**src/rtl/pool_if_neuron.sv**
```systemverilog
`timescale 1ns/1ps
// Integrate-and-fire layer: one neuron per pooled pixel that persists across frames and emits a 1-bit spike map.
// Latency: 2 cycles for data and framing alike. No backpressure: every accepted beat yields one output beat.
module pool_if_neuron #(
  parameter int IW      = 3,
  parameter int VW      = 8,
  parameter int THRESH  = 4,
  parameter int MAX_PIX = 196,
  parameter int AW      = 8
) (
  input  logic          i_sclk,
  input  logic          i_rstn,
  input  logic          i_vsync,
  input  logic          i_hsync,
  input  logic          i_range,
  input  logic          i_valid,
  input  logic [IW-1:0] i_tdata,
  input  logic          i_clr,
  output logic          o_vsync,
  output logic          o_hsync,
  output logic          o_range,
  output logic          o_valid,
  output logic          o_spike,
  output logic          o_ovf
);

  localparam int            SW      = VW + 1;
  localparam logic [AW:0]   PIX_LIM = (AW+1)'(MAX_PIX);
  localparam logic [AW:0]   CNT_ONE = (AW+1)'(1);
  localparam logic [SW-1:0] THR     = SW'(THRESH);
  localparam logic [SW-1:0] VMAX    = SW'((1 << VW) - 1);

  // ---------------- pixel counter and frame control ----------------
  // The counter is one bit wider than the RAM address so it can park at MAX_PIX
  // without wrapping when MAX_PIX == 2^AW.
  logic [AW:0] pix_cnt_q, pix_cnt_d;
  logic        first_pass_q, first_pass_d;
  logic        rst_pend_q, rst_pend_d;
  logic        ovf_q, ovf_d;
  logic        in_rng, accept, drop;

  assign in_rng = (pix_cnt_q < PIX_LIM);
  assign accept = i_valid & ~i_vsync & in_rng;
  assign drop   = i_valid & ~i_vsync & ~in_rng;

  always_comb begin
    pix_cnt_d    = pix_cnt_q;
    first_pass_d = first_pass_q;
    rst_pend_d   = rst_pend_q;
    ovf_d        = ovf_q | drop;
    if (i_vsync) begin
      pix_cnt_d    = '0;
      // A reset forces the first frame after it to start from empty membranes.
      first_pass_d = i_clr | rst_pend_q;
      rst_pend_d   = 1'b0;
    end else if (accept) begin
      pix_cnt_d    = pix_cnt_q + CNT_ONE;
    end
  end

  always_ff @(posedge i_sclk) begin
    if (!i_rstn) begin
      pix_cnt_q    <= '0;
      first_pass_q <= 1'b1;
      rst_pend_q   <= 1'b1;
      ovf_q        <= 1'b0;
    end else begin
      pix_cnt_q    <= pix_cnt_d;
      first_pass_q <= first_pass_d;
      rst_pend_q   <= rst_pend_d;
      ovf_q        <= ovf_d;
    end
  end

  // ---------------- framing delay line ----------------
  logic [2:0] frm_d1_q, frm_q;

  always_ff @(posedge i_sclk) begin
    if (!i_rstn) begin
      frm_d1_q <= '0;
      frm_q    <= '0;
    end else begin
      frm_d1_q <= {i_vsync, i_hsync, i_range};
      frm_q    <= frm_d1_q;
    end
  end

  // ---------------- stage 1: membrane read ----------------
  logic          s1_vld_q;
  logic [AW-1:0] s1_addr_q;
  logic [IW-1:0] s1_dat_q;
  logic          s1_fp_q;
  logic [VW-1:0] ram_q;
  logic          byp_q;
  logic [VW-1:0] wb_q;
  logic          we;
  logic [VW-1:0] v_new;

  assign we = s1_vld_q & i_rstn;

  always_ff @(posedge i_sclk) begin
    if (!i_rstn) begin
      s1_vld_q  <= 1'b0;
      s1_addr_q <= '0;
      s1_dat_q  <= '0;
      s1_fp_q   <= 1'b1;
      byp_q     <= 1'b0;
      wb_q      <= '0;
    end else begin
      s1_vld_q  <= accept;
      s1_addr_q <= pix_cnt_q[AW-1:0];
      s1_dat_q  <= i_tdata;
      s1_fp_q   <= first_pass_q;
      // RAM read returns pre-write data on a same-address collision.
      byp_q     <= accept & we & (s1_addr_q == pix_cnt_q[AW-1:0]);
      wb_q      <= v_new;
    end
  end

  logic [VW-1:0] mem [MAX_PIX];

  always_ff @(posedge i_sclk) begin
    if (we) begin
      mem[s1_addr_q] <= v_new;
    end
    if (accept) begin
      ram_q <= mem[pix_cnt_q[AW-1:0]];
    end
  end

  // ---------------- stage 2: integrate, fire, write back ----------------
  logic [VW-1:0] rd_v;
  logic [SW-1:0] sum, rem;
  logic          spike;

  always_comb begin
    rd_v  = s1_fp_q ? '0 : (byp_q ? wb_q : ram_q);
    sum   = {1'b0, rd_v} + SW'(s1_dat_q);
    spike = (sum >= THR);
    rem   = spike ? (sum - THR) : sum;
    v_new = (rem > VMAX) ? VMAX[VW-1:0] : rem[VW-1:0];
  end

  logic o_valid_q, o_spike_q;

  always_ff @(posedge i_sclk) begin
    if (!i_rstn) begin
      o_valid_q <= 1'b0;
      o_spike_q <= 1'b0;
    end else begin
      o_valid_q <= s1_vld_q;
      o_spike_q <= s1_vld_q & spike;
    end
  end

  assign o_vsync = frm_q[2];
  assign o_hsync = frm_q[1];
  assign o_range = frm_q[0];
  assign o_valid = o_valid_q;
  assign o_spike = o_spike_q;
  assign o_ovf   = ovf_q;

endmodule

```
**config.mk**
```make
export PLATFORM = sky130hd
export DESIGN_NAME = pool_if_neuron
export DESIGN_NICKNAME = d
export VERILOG_FILES = /design/src/rtl/pool_if_neuron.sv
export SDC_FILE = /design/constraint.sdc
export NUM_CORES = 2
export LEC_CHECK = 0
export ABC_AREA = 1
export CAP_MARGIN = 30
export CORE_UTILIZATION = 35
export DETAILED_ROUTE_END_ITERATION = 7
export GPL_TIMING_DRIVEN = 0
export PLACE_DENSITY_LB_ADDON = 0.2
export SYNTH_ARGS = -nofsm -noshare
export SYNTH_HDL_FRONTEND = slang
export SYNTH_SLANG_ARGS = --single-unit
```
**constraint.sdc**
```tcl
create_clock -name i_sclk -period 16.73 [get_ports i_sclk]
set_clock_uncertainty 0.2 [all_clocks]
set_input_delay 1.673 -clock i_sclk [delete_from_list [all_inputs] [get_ports i_sclk]]
set_output_delay 1.673 -clock i_sclk [all_outputs]
set_load 0.01 [all_outputs]
```
# Word level (Yosys, flattened, before mapping)
# Memory sizes are Yosys's and may differ from the RTL's. A register that Yosys moved wholly into a read port is not among the register bits.
# Cells that the tools add are included.
totals:
  ramBits: 1568
  mem_count: 1
  regBits: 42
op_classes:
  n_lt_le_gt_ge: 3
  add_sub_neg: 3
  bitwise_logic: 12
  eq_ne: 1
  muxes: 6
  n_reduce_logical: 1
memory_table:
  columns: ["memory", "depth", "width", "rd", "rd_clocked_by_memory_dff", "write_ports", "line", "rtl"]
  rows:
  - ["mem", 196, 8, 1, 1, 1, "120", "logic [VW-1:0] mem [MAX_PIX];"]
ops:
  columns: ["op", "n"]
  rows:
  - ["8-bit two-way mux", 3]
  - ["8-bit by 3-bit adder with 9-bit output", 1]
  - ["9-bit by 1-bit adder with 9-bit output (second input constant)", 1]
  - ["9-bit by 3-bit greater-or-equal comparator with 1-bit output (second input constant)", 1]
  - ["9-bit by 8-bit > comparator with 1-bit output (second input constant)", 1]
  - ["9-bit by 8-bit less-than comparator with 1-bit output (second input constant)", 1]
  - ["9-bit two-way mux", 1]
  - ["9-bit by 3-bit subtractor with 9-bit output (second input constant)", 1]
  - ["8-bit == test", 1]
  - ["1-bit AND", 7]
  - ["1-bit inverter", 3]
  - ["1-bit two-way mux", 2]
  - ["1-bit bitwise OR", 2]
  - ["2-bit OR reduction", 1]

# Depth between registers and ports, before layout
depth:
  depth_word: 7
  depth_mapped: 21
  ltp_nobuf: 19

# Worst setup path after synthesis
# Ideal clock, no wire load.
synth_path:
  kind: "register -> register"
  startpoint: "register byp_q"
  endpoint: "memory mem[0][0], data pin"
  period_less_slack_ns: 5.622
  slack_ns: 11.108
  path_buffers: 2
  t_arrival_ns: 4.744
  path_stages_with_launch: 15
  path_cell_list: "dfxtp_1 -> buf_6 -> o21ai_0 -> nor2_1 -> ha_1 -> fa_1 -> xnor2_1 -> ha_1 -> inv_1 -> nor2_1 -> nand3_1 -> nand2_1 -> nand2_4 -> buf_6 -> nand2_1"
synth_via:
  elab_chain_len: 7
synth_rtl:
  columns: ["item", "line", "rtl"]
  rows:
  - ["start: declaration", "94", "logic byp_q;"]
  - ["start signal: assignment", "115", "byp_q <= accept & we & (s1_addr_q == pix_cnt_q[AW-1:0]);"]
  - ["8-bit two-way mux * (2 in a row)", "137", "rd_v = s1_fp_q ? '0 : (byp_q ? wb_q : ram_q);"]
  - ["8-bit by 3-bit adder with 9-bit output *", "138", "sum = {1'b0, rd_v} + SW'(s1_dat_q);"]
  - ["9-bit by 3-bit subtractor with 9-bit output / 9-bit by 3-bit greater-or-equal comparator with 1-bit output (equally long branches)", "140, 139", null]
  - ["9-bit two-way mux *", "140", "rem = spike ? (sum - THR) : sum;"]
  - ["9-bit by 8-bit > comparator with 1-bit output", "141", "v_new = (rem > VMAX) ? VMAX[VW-1:0] : rem[VW-1:0];"]
  - ["8-bit two-way mux *", "141", null]
  - ["net v_new[0]", "97", "logic [VW-1:0] v_new;"]
  - ["end: declaration", "120", null]
# The timed path passes the listed nets; every way through them passes the cells marked *.

# Final worst setup path
layout_path:
  startpoint: "input port i_rstn"
  endpoint: "memory mem[24][5], enable pin"
layout_via:
  elab_chain_len: 3
layout_rtl:
  columns: ["item", "line", "rtl"]
  rows:
  - ["start: declaration", "12", "input logic i_rstn,"]
  - ["1-bit AND", "99", "assign we = s1_vld_q & i_rstn;"]
  - ["1-bit two-way mux", "123", "if (we) begin"]
  - ["1-bit two-way mux (not written as such)", "124", "mem[s1_addr_q] <= v_new;"]
# No other way between the ends.

==> run summary <==
Clock slew seen by the registers of the worst setup and hold paths -> 0.06 ns
FF+latch count, synth -> 1,618
Hold_buf cts -> 0
Number of global-route vias before repair -> 46,200
Hpwl dp -> 210,000 um
CTS root buf -> clkbuf_16
Fmax -> 0.194 GHz
Slowest CP cell -> nor2_1
Leak pwr -> 27.5 nW
DRC Markers -> 0
Cell variety after synth -> 43
Status -> finished clean
Final core utilization -> 41.2%
Via/cell ratio -> 5.77
Tcrit/Tclk final -> 30.7%
Syn_nets -> 5,854
Measured slew at the worst slew-check pin -> 1.17 ns
Most frequent cell after synthesis -> edfxtp_1
Layout area overhead -> 16.6%
Endpoint type of the worst setup path -> flip-flop
Worst vdd ir -> 0.0854 mV
Crit path cell chain -> buf_2 > nand2_1 > inv_1 > clkbuf_1 > clkbuf_1 > nand2_1 > nor2_1
Worst Path Max Fanout -> 10
Worst Path Required -> 16.98 ns
Hold Crit Class -> flip-flop to flip-flop
Dominant synthesized flop cell -> edfxtp_1
Grt ovf -> 0
Asr flop ratio synth -> 0%
Worst reg2reg path endpoint -> mem[40][6]$_DFFE_PP_
Wirelength per Cell -> 34.0 um
Cts repair resizes -> 0
GPL Wtd Cong -> 0.976
Largest net degree at the start of global routing -> 133
Grt peak-use layer -> met2
Slowest Stage Delay on Critical Path -> 1.11 ns
CP Launch Point -> i_rstn
Worst R2R Path Depth -> 20
Most frequent cells after synthesis -> edfxtp_1, nor2_1, nand2_1
GRT Overall Usage -> 30.6%
Worst setup path end -> mem[24][5]$_DFFE_PP_
PortBufs -> 14
Total Nets Final -> 6,194
H-tree Lvls -> 4
Synth warnings -> 0
Worst EP arrival -> 5.40 ns
CTS tree -> yes
WL final -> 300,000 um
Routed Antenna Nets -> 0
RSZ-0062 raised after global routing -> false
CTS sink cnt -> 1,618
Power per cell area -> 117 mW/mm^2
Drt initial violations -> 8,948
Global-route wire length before repair -> 398,000 um
Pins Over Slew Limit -> 0
Maximum clock insertion buffer count -> 3
Clk Latency, worst-skew pair -> 0.88 ns
Cell Area, Synth -> 0.0667 sq mm
RR Startpoint -> s1_fp_q$_SDFF_PN1_
Flop2flop setup slack -> 11.99 ns
Die area -> 0.192 sq mm
Synthesized instance count -> 5,837
Crit path kind -> primary input to flip-flop
Die Wd -> 439 um
Share of the synthesized area in the top cell type -> 71.0%
Grt met2 use -> 45.1%
DR pass1 iterations -> 6
Initial antenna violation count -> 30
Post-synth EDFFs -> 1,576
Post-CTS Setup Bufs -> 0
Post-layout min period -> 5.14 ns
Largest area contributor in the netlist -> edfxtp_1
Final setup fails -> 0
Core area -> 0.189 sq mm
Worst Hold Slack -> 0.213 ns
Post-synthesis sequential area ratio -> 72.2%
Io pins -> 16
Layout cells sized above 1 -> 9.94%
Met1 Resource Use GR -> 40.5%
Max-cap violations -> 0
Startpoint types -> primary input
Row count -> 159
Avg Cell Area, Syn -> 11.4 sq um
Initial Util -> 35.4%
TNS Setup -> 0 ns
Filler Cell Count -> 17,900
Final Hold Viols -> 0
Top cells by area, synth -> edfxtp_1, nor2_1, nand2_1
Routed vias -> 50,900
Worst rel slew slack -> 21.6%
CTS Buf Count -> 174
Met3 Track Usage GR -> 7.72%
Die Ht -> 439 um
-- worst min path at each step --
| stage | start | slack, ns | cells after the start | end |
|---|---|---|---|---|
| 5_1_grt | frm_d1_q[2]$_SDFF_PN0_ | 0.25 | 2 | frm_q[2]$_SDFF_PN0_ |
| 4_1_cts | frm_d1_q[2]$_SDFF_PN0_ | 0.21 | 2 | frm_q[2]$_SDFF_PN0_ |
| 2_1_floorplan | frm_d1_q[0]$_SDFF_PN0_ | 0.19 | 2 | frm_q[0]$_SDFF_PN0_ |
| 3_5_place_dp | frm_d1_q[2]$_SDFF_PN0_ | 0.20 | 2 | frm_q[2]$_SDFF_PN0_ |
| 6_report | frm_d1_q[1]$_SDFF_PN0_ | 0.21 | 2 | frm_q[1]$_SDFF_PN0_ |
| 3_3_place_gp | frm_d1_q[1]$_SDFF_PN0_ | 0.19 | 2 | frm_q[1]$_SDFF_PN0_ |
-- cells by family (layout without fill, tap and decap cells) --
kind of cell,after synthesis,after routing,synth area share (%)
simple gates,2644,2644,15.6
flops,1618,1618,72.2
compound gates,979,979,7.94
buf+inv,583,1064,4.02
fa+ha+maj,7,7,0.143
xor+xnor,6,6,0.0788
other cells,0,15,0
-- routing by layer --
layer	routed length (um)	part of all wire, %
met1	113000	38
met2	128000	43
met3	37500	13
met4	21600	7.2
met5	73	0.024
-- power by group --
part | total (W) | switching, W | internal [W]
clock network | 0.00381 | 0.00169 | 0.00212
registers | 0.00463 | 0.00000225 | 0.00463
logic | 0.000677 | 0.000548 | 0.000129
-- layout make-up --
cell class,instances,area [sq um],share of cell area (%)
inverter,233,885,1.14
clock buffer,230,4650,5.99
buffer,350,1810,2.33
multi-input combinational,3636,15900,20.5
sequential,1618,48200,61.9
clock inverter,87,817,1.05
tap,2495,3120,4.02
antenna,15,37.5,0.0483
timing repair buffer,164,2330,3.00
-- flip-flops by register name, summed over array words and instances (netlist names) --
name / flops
s1_fp_q: 1
frm_q: 3
pix_cnt_q: 9
ram_q: 8
frm_d1_q: 3
rst_pend_q: 1
wb_q: 8
s1_vld_q: 1
mem: 1568
first_pass_q: 1
s1_dat_q: 3
o_valid: 1
o_ovf: 1
byp_q: 1
o_spike: 1
s1_addr_q: 8
-- through the flow --
| step | std cells | power (W) | cell area [sq um] | setup WS (ns) |
|---|---|---|---|---|
| finish | 8828 | 0.00912 | 77800 | 11.59 |
| global route | 8814 | 0.00926 | 77700 | 11.62 |
| CTS | 8799 | 0.00908 | 77500 | 11.71 |
| detailed placement | 8482 | 0.00536 | 72100 | 10.83 |
| global placement | 8346 | 0.00543 | 70000 | 6.50 |
| floorplan | 5837 | 0.00502 | 66700 | 11.11 |
-- worst max-delay path: cells and delay by family --
family	cells	cell delay, ns
simple gates	3	2.27
buf+inv	4	1.41
-- layout by cell type, fill, tap and decap left out, drive strengths merged --
cell           count
nor3               4
a21o               1
inv              234
clkdlybuf4s50     14
nor4               3
ha                 6
bufinv            10
a211oi             1
edfxtp          1576
dfxtp             42
diode             15
o21ai            725
clkbuf           362
or2                7
o21a               1
fa                 1
a21oi             73
a221oi             1
o221ai             5
a31oi              3
nand4              3
o311ai             1
xor2               4
clkinv            76
o32ai              1
nand3            300
buf              368
nand2            996
xnor2              2
o22ai             58
nor2            1331
o211ai           109
Note: power is estimated with default switching activity, not from simulation.
